### config.mk
export PLATFORM = sky130hd
export DESIGN_NAME = hazard_forward_ctrl
export DESIGN_NICKNAME = d
export VERILOG_FILES = /design/src/rtl/hazard_forward_ctrl.sv
export SDC_FILE = /design/constraint.sdc
export NUM_CORES = 1
export LEC_CHECK = 0
export CAP_MARGIN = 20
export CORE_MARGIN = 1
export CORE_UTILIZATION = 52
export CTS_CLUSTER_SIZE = 40
export DETAILED_ROUTE_END_ITERATION = 7
export GPL_TIMING_DRIVEN = 1
export PLACE_DENSITY = 0.93
export SYNTH_ARGS = -nofsm -noshare
export SYNTH_HDL_FRONTEND = slang
export SYNTH_SLANG_ARGS = --single-unit
export TNS_END_PERCENT = 30
### constraint.sdc
create_clock -name clk -period 4.1 [get_ports clk]
set_input_delay 0.82 -clock clk [delete_from_list [all_inputs] [get_ports clk]]
set_output_delay 0.82 -clock clk [all_outputs]
set_load 0.03 [all_outputs]
### src/rtl/hazard_forward_ctrl.sv
// Hazard controller for the 5-stage core: EX/MEM destination tracking, registered
// forwarding selects, load-use and HI/LO interlocks, and the MULT/DIV busy timer.
module hazard_forward_ctrl #(
  parameter int MD_LATENCY = 32
) (
  input  logic       clk,
  input  logic       rst_n,
  input  logic       ID_Valid,
  input  logic [4:0] ID_rs,
  input  logic [4:0] ID_rt,
  input  logic       ID_UseRs,
  input  logic       ID_UseRt,
  input  logic       ID_RegWrite,
  input  logic [4:0] ID_WriteReg,
  input  logic       ID_MemRead,
  input  logic       ID_MultDiv,
  input  logic       ID_UseHiLo,
  input  logic       Flush,
  output logic [1:0] AluSrcA_Sel,
  output logic [1:0] AluSrcB_Sel,
  output logic       Stall,
  output logic       EX_Bubble,
  output logic       MD_Busy
);

  localparam int MDW = $clog2(MD_LATENCY + 1);
  localparam logic [MDW-1:0] MD_LOAD = MDW'(MD_LATENCY);

  logic           ex_regwrite;
  logic           ex_memread;
  logic [4:0]     ex_writereg;
  logic           mem_regwrite;
  logic [4:0]     mem_writereg;
  logic [MDW-1:0] md_count;

  logic       load_use;
  logic       hilo_hazard;
  logic       issue;
  logic [1:0] fwd_a;
  logic [1:0] fwd_b;
  logic       ex_hit_rs, ex_hit_rt, mem_hit_rs, mem_hit_rt;

  assign MD_Busy = (md_count != '0);

  always_comb begin
    ex_hit_rs  = ex_regwrite  && (ex_writereg  != 5'd0) && (ex_writereg  == ID_rs);
    ex_hit_rt  = ex_regwrite  && (ex_writereg  != 5'd0) && (ex_writereg  == ID_rt);
    mem_hit_rs = mem_regwrite && (mem_writereg != 5'd0) && (mem_writereg == ID_rs);
    mem_hit_rt = mem_regwrite && (mem_writereg != 5'd0) && (mem_writereg == ID_rt);

    load_use    = ex_memread && ((ID_UseRs && ex_hit_rs) || (ID_UseRt && ex_hit_rt));
    hilo_hazard = MD_Busy && (ID_MultDiv || ID_UseHiLo);

    Stall     = ID_Valid && !Flush && (load_use || hilo_hazard);
    EX_Bubble = Stall || Flush;
    issue     = ID_Valid && !Stall && !Flush;

    // The EX-stage producer is newer than the MEM-stage one, so it takes priority.
    fwd_a = 2'b00;
    if (ID_UseRs && ex_hit_rs)       fwd_a = 2'b01;
    else if (ID_UseRs && mem_hit_rs) fwd_a = 2'b10;

    fwd_b = 2'b00;
    if (ID_UseRt && ex_hit_rt)       fwd_b = 2'b01;
    else if (ID_UseRt && mem_hit_rt) fwd_b = 2'b10;
  end

  always_ff @(posedge clk) begin
    if (!rst_n) begin
      ex_regwrite  <= 1'b0;
      ex_memread   <= 1'b0;
      ex_writereg  <= 5'd0;
      mem_regwrite <= 1'b0;
      mem_writereg <= 5'd0;
      md_count     <= '0;
      AluSrcA_Sel  <= 2'b00;
      AluSrcB_Sel  <= 2'b00;
    end else begin
      mem_regwrite <= ex_regwrite;
      mem_writereg <= ex_writereg;
      if (issue) begin
        ex_regwrite <= ID_RegWrite;
        ex_memread  <= ID_MemRead;
        ex_writereg <= ID_WriteReg;
        AluSrcA_Sel <= fwd_a;
        AluSrcB_Sel <= fwd_b;
      end else begin
        ex_regwrite <= 1'b0;
        ex_memread  <= 1'b0;
        ex_writereg <= 5'd0;
        AluSrcA_Sel <= 2'b00;
        AluSrcB_Sel <= 2'b00;
      end
      // A flushed or stalled MULT/DIV never issues, so it cannot restart the timer.
      if (issue && ID_MultDiv)
        md_count <= MD_LOAD;
      else if (md_count != '0)
        md_count <= md_count - MDW'(1);
    end
  end

endmodule
-- Word level (Yosys, flattened, before mapping)
Index checks and enable logic that the tools add are counted.
- div/mod/pow operators: 0
- mux-type cells: 6
- eq/ne operators: 4
- multipliers: 0
- shift operators: 0
- $add $sub $neg: 1
- reduce and logical (&&, ||, !) cells: 31
- magnitude comparators: 0
- bitwise operators: 2
- operators by type and width (operator ; count):
    $eq 5x5->1 ; 4
    $logic_and 1x1->1 ; 17
    $mux 6 ; 2
    $reduce_bool 5->1 ; 2
    $reduce_bool 6->1 ; 1
    $reduce_or 3->1 ; 2
    $sub 6x1->6 const B ; 1
    $logic_or 1x1->1 ; 4
    $mux 2 ; 2
    $logic_not 1->1 ; 2
    $mux 1 ; 2
    $not 1->1 ; 2
    $reduce_and 2->1 ; 1
    $reduce_bool 2->1 ; 1
    $reduce_or 2->1 ; 1
- bits in registers: 23
- memory bits (read-only): 0
- bits of input ports: 25
- memories kept: 0
- bits in latches: 0
- word-level logic and storage cells: 55
- output and inout port bits: 7
- memory bits (writable): 0

-- Longest topological paths before layout
Gate-level depths: netlist of the first run.
- depth after elaboration: 13
- gate-level depth with buffers: 7
- depth with buffers taken out: 6

-- Least setup slack after synthesis of the first run
OpenSTA, ideal clock, no wires.
- kind: input -> output
- from: input ID_rs[0]
- to: output EX_Bubble
- stages: 4
- data arrival time: 1938 ps
- buffers on the path: 0
- slack: 1342 ps
- cell sequence: xnor2_1 > nand4_1 > o22ai_2 > a311o_1
- longest elaborated chain between the ends: 8
- RTL lines (item ; line ; text):
    start, declared ; 9 ; input logic [4:0] ID_rs,
    $eq 5x5->1 ; 46 ; ex_hit_rs = ex_regwrite && (ex_writereg != 5'd0) && (ex_writereg == ID_rs);
    $logic_and 1x1->1 ; 46 ;
    $logic_and 1x1->1 ; 51 ; load_use = ex_memread && ((ID_UseRs && ex_hit_rs) || (ID_UseRt && ex_hit_rt));
    $logic_or 1x1->1 ; 51 ;
    $logic_and 1x1->1 ; 51 ;
    $logic_or 1x1->1 ; 54 ; Stall = ID_Valid && !Flush && (load_use || hilo_hazard);
    $logic_and 1x1->1 ; 54 ;
    $logic_or 1x1->1 ; 55 ; EX_Bubble = Stall || Flush;
    end, declared ; 22 ; output logic EX_Bubble,
No other way between the ends.

-- Worst setup path in the final report of the first run
- from: input ID_rs[0]
- to: output Stall
- longest elaborated chain between the ends: 7
- RTL lines (item ; line ; text):
    $eq 5x5->1 ; 46 ;
    $logic_and 1x1->1 ; 46 ;
    $logic_and 1x1->1 ; 51 ;
    $logic_or 1x1->1 ; 51 ;
    $logic_and 1x1->1 ; 51 ;
    $logic_or 1x1->1 ; 54 ;
    $logic_and 1x1->1 ; 54 ;
    end, declared ; 21 ; output logic Stall,
No other way between the ends.

==> summary.md, run 1 <==
| Metric | Value |
|---|---|
| I/O Pins | 32 |
| Final cell count without fillers | roughly 200 |
| Final hold vios | 0 |
| First-pass detailed-route iteration total | 5 |
| Design area | ~1600 sq um |
| Least-Margin Pin Slew | between 0.5 and 0.6 ns |
| Post-CTS setup buffer count | 0 |
| Initial antenna violation count | 0 |
| Synth Register Bits | 23 |
| Pleak | approximately 0.56 nW |
| CTS sink cnt | 23 |
| Mean Syn Cell Area | roughly 9 sq um |
| Die X | around 51 um |
| CP Capture Type | output pin |
| Worst EP arrival | 2.92 ns |
| CTS tree | done |
| RSZ-0062 raised after global routing | no |
| Register area share after synthesis | 36.4% |
| Max Cap Violations | 0 |
| CP top delay family | buffers and inverters |
| Clock Skews | 0.00246 ns |
| Post-synth EDFFs | 0 |
| Congestion Overflow GR | 0 |
| CP most frequent cell | clkdlybuf4s50_1 |
| Placed Cells | 197 |
| Max Clock Freq | 0.267 GHz |
| Area Overhead vs Synth | 28.8% |
| CP max FO | 5 |
| Buf/Inv on CP | 2 |
| Pre-CTS setup slack | 0.367 ns |
| Total power | 769 uW |
| Mapped cell area | between 1000 and 1500 sq um |
| Commonest non-fill, non-tap cell in the layout | clkdlybuf4s50_1 |
| Distinct cell type count after synthesis | 40 |
| Period utilization | about nine tenths |
| Most frequent cells in the layout | clkdlybuf4s50_1, dfxtp_1, nand3_1 |
| Syn Nets | 166 |
| Total Wirelength | between 3000 and 4000 um |
| IO Port Bufs | 31 |
| GR Util All Layers | about a quarter |
| CP cell instances | clkdlybuf4s50_1, xnor2_1, nand4_1, o22a_1, o32ai_1, clkdlybuf4s50_1 |
| Vias in the first global route | ~1,200 |
| Max H-tree Level | 1 |
| Dpl cell area | 1600 sq um |
| Asr flop ratio synth | 0% |
| Area share of fa/ha/maj cells after synthesis | between 1.5 and 2% |
| Largest net degree at the start of global routing | 13 |
| Routed vias/inst | about 6.0 |
| Die ar. | 2640 sq um |
| Hold/Removal Path Class | flop to flop |
| Final Worst Setup Slack | around 0.36 ns |
| Switch Pwr | roughly 320 uW |
| Initial drt markers | 33 |
| Sequential Power Share | 38.9% |
| CTS Hold Bufs | 0 |
| Area leader, netlist | dfxtp_1 |
| Synth Area in XOR/XNOR | between 10% and 20% |
| Clock Latency Late Sink | just over 0.3 ns |
| Final core occ | between 70 and 80% |
| Syn Inst Count | between 100 and 150 |
| # diodes | 0 |
| Initial Utilization | 56.2% |
| Required time of the critical path | between 3 and 4 ns |
| Power density cells | approximately 470 nW/um^2 |
| # resized after CTS | 0 |
| Reg area | between 400 and 500 sq um |
| First-pass GRT wire length | 5060 um |
| Largest cells by area after synthesis | dfxtp_1, xnor2_1, xor2_1 |
| Clock power share | between 10% and 20% |
| Ys flop type | dfxtp_1 |
| Top cell type's share of synthesized area | 36.4% |
| CTS Buffer Depth | 2 |
| Dpl hpwl | around 2500 um |
| Multi-input logic area | between 700 and 800 sq um |
| Final #Nets | 201 |
| Layout cells sized above 1 | 8.67% |
| Post-synthesis mux area share | 0% |
| Remaining DRCs | 0 |
| Combinational share of power | a little under half |
| Die Height | 51.3 um |
| Filler Cells Inserted | around 170 |
| Site Rows | 17 |
| Routed WL per cell | 15.0 um |
| Root buf cell | clkbuf_4 |
| WHS | slightly above 0.5 ns |
| Post-route minimum period | about 3.7 ns |
| Status | complete, no violations |
| CP Launch Type | input port |
| Max-slew violation count | 0 |
| Peak VDD IR | between 0.4 and 0.5 mV |
| Ys Warns | 0 |
| Final setup fails | 0 |
| Routed Antenna Nets | 0 |
| TNS Setup | 0 ns |
| Core area | around 2300 sq um |
| Net Sw Frac | 41.0% |
| CP max stage cell | clkdlybuf4s50_1 |
| Max_slew headroom | just over 60% |
| Max incr delay on CP | 0.72 ns |
| Gp weighted congestion | 0.948 |
| Vias post-DR | 1,210 |
| Clock transition at path regs | between 0.1 and 0.15 ns |
| Total CTS buffers | 3 |
| P_int | around 450 uW |
| Main combinational cell family by area after synthesis | simple AND/OR/NAND/NOR gates |
| Post-Synth Simple-Gate Area | between 20% and 30% |
| Synth Area in Compound Gates | a little under a fifth |
| Setup CP Type | input port to output pin |
## synthesized netlist by cell type, types with 2 or more instances
master / count
xnor2_1: 12
o21ai_1: 2
xor2_1: 9
o21ai_0: 3
nand3_1: 13
nor4_2: 2
and2_1: 6
dfxtp_1: 23
nand4_1: 4
ha_1: 2
nor4b_2: 2
a21oi_1: 9
nand2_1: 7
inv_1: 7
o2111ai_1: 2
nor2_1: 6
a211oi_1: 3
nor4_1: 3
o22ai_1: 2
o22ai_2: 2
## metal layers
metal  up-vias  routed length, um  track usage (%)
met5         -                  0                0
met4         0                 51             9.46
met3         8                170             5.36
met2        53               1490             44.7
met1       569               1310             31.6
li1        580                  -                -
## kinds of logic (layout without fill, tap and decap cells)
group | after synthesis | in the layout
xor+xnor | 21 | 21
flops | 23 | 23
simple gates | 52 | 52
fa+ha+maj | 2 | 2
buf+inv | 9 | 43
compound gates | 32 | 32
## layout make-up
| type | instances | share of cell area [%] |
|---|---|---|
| repair buffers | 32 | 19.5 |
| flip-flops and latches | 23 | 28.2 |
| clock buffers | 4 | 1.61 |
| inverters | 7 | 1.61 |
| multi-input cells | 107 | 46.9 |
| well taps | 28 | 2.15 |
## state kept, by name (all words and copies together), names as in the netlist
register and flops:
mem_writereg 5, AluSrcA_Sel 2, ex_memread 1, md_count 6, AluSrcB_Sel 2, mem_regwrite 1
ex_writereg 5, ex_regwrite 1
## power groups by stage
stage          Clock (mW)  Combinational, mW  Sequential, mW
6_report            0.103              0.366           0.299
5_1_grt             0.113              0.399           0.304
4_1_cts             0.105              0.363           0.297
3_5_place_dp            0              0.363           0.301
3_3_place_gp            0              0.342           0.298
2_1_floorplan           0              0.273           0.292
## worst paths after layout
path | start | cells past startpoint | to | slack, ns
setup reg to reg | md_count[0] | 6 | AluSrcB_Sel[1] | 2.06
hold reg to reg | mem_regwrite | 2 | AluSrcA_Sel[1] | 0.52
hold / removal | mem_regwrite | 2 | AluSrcA_Sel[1] | 0.52
setup / recovery | ID_rs[0] | 6 | Stall | 0.36
## worst register-to-register path, stage by stage, from the launching register on
cell and delay [ns]:
dfxtp_1 0.37, inv_1 0.12, ha_1 0.20, or3b_1 0.42
o22ai_2 0.38, o2111ai_1 0.26, a211oi_1 0.22
Note: power is estimated with default switching activity, not from simulation.
==> inputs of run 2 (changes only) <==
CTS_CLUSTER_SIZE = 12   (was 40)
==> results of run 2 <==
Same layout as run 1: the final DEF is identical, and so are final timing and power.
==> inputs of run 3 (changes only) <==
CTS_CLUSTER_SIZE = not set   (was 12)
RECOVER_POWER = 25   (was not set)
==> summary.md, run 3 (synthesis gave the netlist of run 1 again) <==
| Metric | Value |
|---|---|
| Status | complete, no violations |
| Worst hold endpoint | AluSrcA_Sel[1] |
| IO Port Bufs | 31 |
| Final Worst Setup Slack | 0.356 ns |
| Most frequent cells in the layout | clkdlybuf4s50_1, dfxtp_1, nand3_1 |
| Largest Register | md_count |
| Initial Utilization | between 50% and 60% |
| Gp weighted congestion | 0.948 |
| R2r endpoint | AluSrcB_Sel[1] |
| I/O Pins | 32 |
| Pleak | 0.559 nW |
| Hold/Removal Path Class | flop to flop |
| CTS tree | done |
| CP max FO | 5 |
| Initial antenna violation count | 0 |
| Dpl hpwl | approximately 2500 um |
| CP max stage cell | clkdlybuf4s50_1 |
| Max Cap Violations | 0 |
| Final cell count without fillers | about 200 |
| Routed WL per cell | roughly 15 um |
| Period utilization | 91.3% |
| Worst EP arrival | 2.92 ns |
| Clock Skews | about 0.0029 ns |
| CTS sink cnt | 23 |
| Power density cells | between 400 and 500 nW/um^2 |
| Top Registers | md_count: 6 flops, ex_writereg: 5 flops, mem_writereg: 5 flops |
| Area Overhead vs Synth | 28.8% |
| CP cell instances | clkdlybuf4s50_1, xnor2_1, nand4_1, o22a_1, o32ai_1, clkdlybuf4s50_1 |
| Max reg flops | 6 |
| Post-CTS setup buffer count | 0 |
| Largest net degree at the start of global routing | 13 |
| Placed Cells | 197 |
| Hold Startpoint | mem_regwrite |
| GR Util All Layers | between 20% and 30% |
| Pre-CTS setup slack | 0.367 ns |
| Setup CP Type | input port to output pin |
| CP most frequent cell | clkdlybuf4s50_1 |
| Congestion Overflow GR | 0 |
| First-pass detailed-route iteration total | 4 |
| Root buf cell | clkbuf_4 |
| Layout cells sized above 1 | 8.67% |
| Clock transition at path regs | about 0.12 ns |
| Post-route minimum period | approximately 3.7 ns |
| First-pass GRT wire length | between 5000 and 6000 um |
| CP top delay family | buffers and inverters |
| Dpl cell area | about 1600 sq um |
| Critical R2R Launch | md_count[0] |
| R2R depth | 6 |
| Multi-input logic area | 764 sq um |
| CTS Buffer Depth | 2 |
| R2r setup slk | approximately 2.1 ns |
| Final hold vios | 0 |
| Final #Nets | 201 |
| CTS Hold Bufs | 0 |
| Remaining DRCs | 0 |
| Initial drt markers | 37 |
| Vias in the first global route | 1,200 |
| Final setup fails | 0 |
| Die ar. | 2640 sq um |
| Site Rows | 17 |
| Total Wirelength | around 3000 um |
| Routed Antenna Nets | 0 |
| Reg area | approximately 460 sq um |
| Clock Latency Late Sink | slightly above 0.3 ns |
| Vias post-DR | roughly 1,200 |
| CP Launch Type | input port |
| Max Clock Freq | 0.267 GHz |
| Max-slew violation count | 0 |
| Max_slew headroom | 60.9% |
| Design area | between 1500 and 2000 sq um |
| RSZ-0062 raised after global routing | no |
| Total CTS buffers | 3 |
| Commonest non-fill, non-tap cell in the layout | clkdlybuf4s50_1 |
| Critical path origin | ID_rs[0] |
| Peak VDD IR | 0.402 mV |
| # diodes | 0 |
| Core area | ~2300 sq um |
| Filler Cells Inserted | 173 |
| Hold depth | 2 |
| TNS Setup | 0 ns |
| Die Height | roughly 51 um |
| Required time of the critical path | between 3 and 4 ns |
| Least-Margin Pin Slew | 0.585 ns |
| Buf/Inv on CP | 2 |
| Die X | about 51 um |
| Routed vias/inst | between 6 and 7 |
| # resized after CTS | 0 |
| Max incr delay on CP | just over 0.7 ns |
| Max H-tree Level | 1 |
| CP Capture Type | output pin |
## run 3: cell count changes in the layout (fill, tap and decap cells not counted), sizes merged
| cell | previous run | this run |
|---|---|---|
| dlygate4sd3 | 0 | 1 |
| clkdlybuf4s50 | 31 | 30 |
## run 3: cell type report
type	count	area share (%)
repair buffers	32	19.5
well taps	28	2.15
flip-flops and latches	23	28.2
multi-input cells	107	46.9
inverters	7	1.61
clock buffers	4	1.61
## run 3: stage by stage
step,total power [mW],util (%),hold WS [ns]
3_5_place_dp,0.663,71.1,0.502
4_1_cts,0.766,72.3,0.522
5_1_grt,0.815,72.3,0.535
6_report,0.769,72.3,0.519
2_1_floorplan,0.564,-,0.451
3_3_place_gp,0.640,71.1,0.487
## run 3: power breakdown
group,internal (mW),switching [mW]
Sequential,0.257,0.0427
Combinational,0.158,0.207
Clock,0.0380,0.0656
Total,0.453,0.316
## run 3: how the worst max path moves through the flow
| stage | endpoint | cells after the start |
|---|---|---|
| CTS | Stall | 6 |
| detailed placement | Stall | 6 |
| global placement | Stall | 6 |
| floorplan | EX_Bubble | 4 |
| global route | Stall | 6 |
| finish | Stall | 6 |
## run 3: tightest hold or removal path, cell delays in order, from the launching register on
cell	delay, ns
dfxtp_1	0.32
o2111ai_1	0.11
a211oi_1	0.06
## run 3: per-layer routing
metal | up-vias | GRT usage [%] | wire length (um)
met5 | - | 0 | 0
met4 | 0 | 9.46 | 45
met3 | 6 | 5.36 | 226
met2 | 53 | 44.7 | 1510
met1 | 569 | 31.6 | 1250
li1 | 581 | - | -
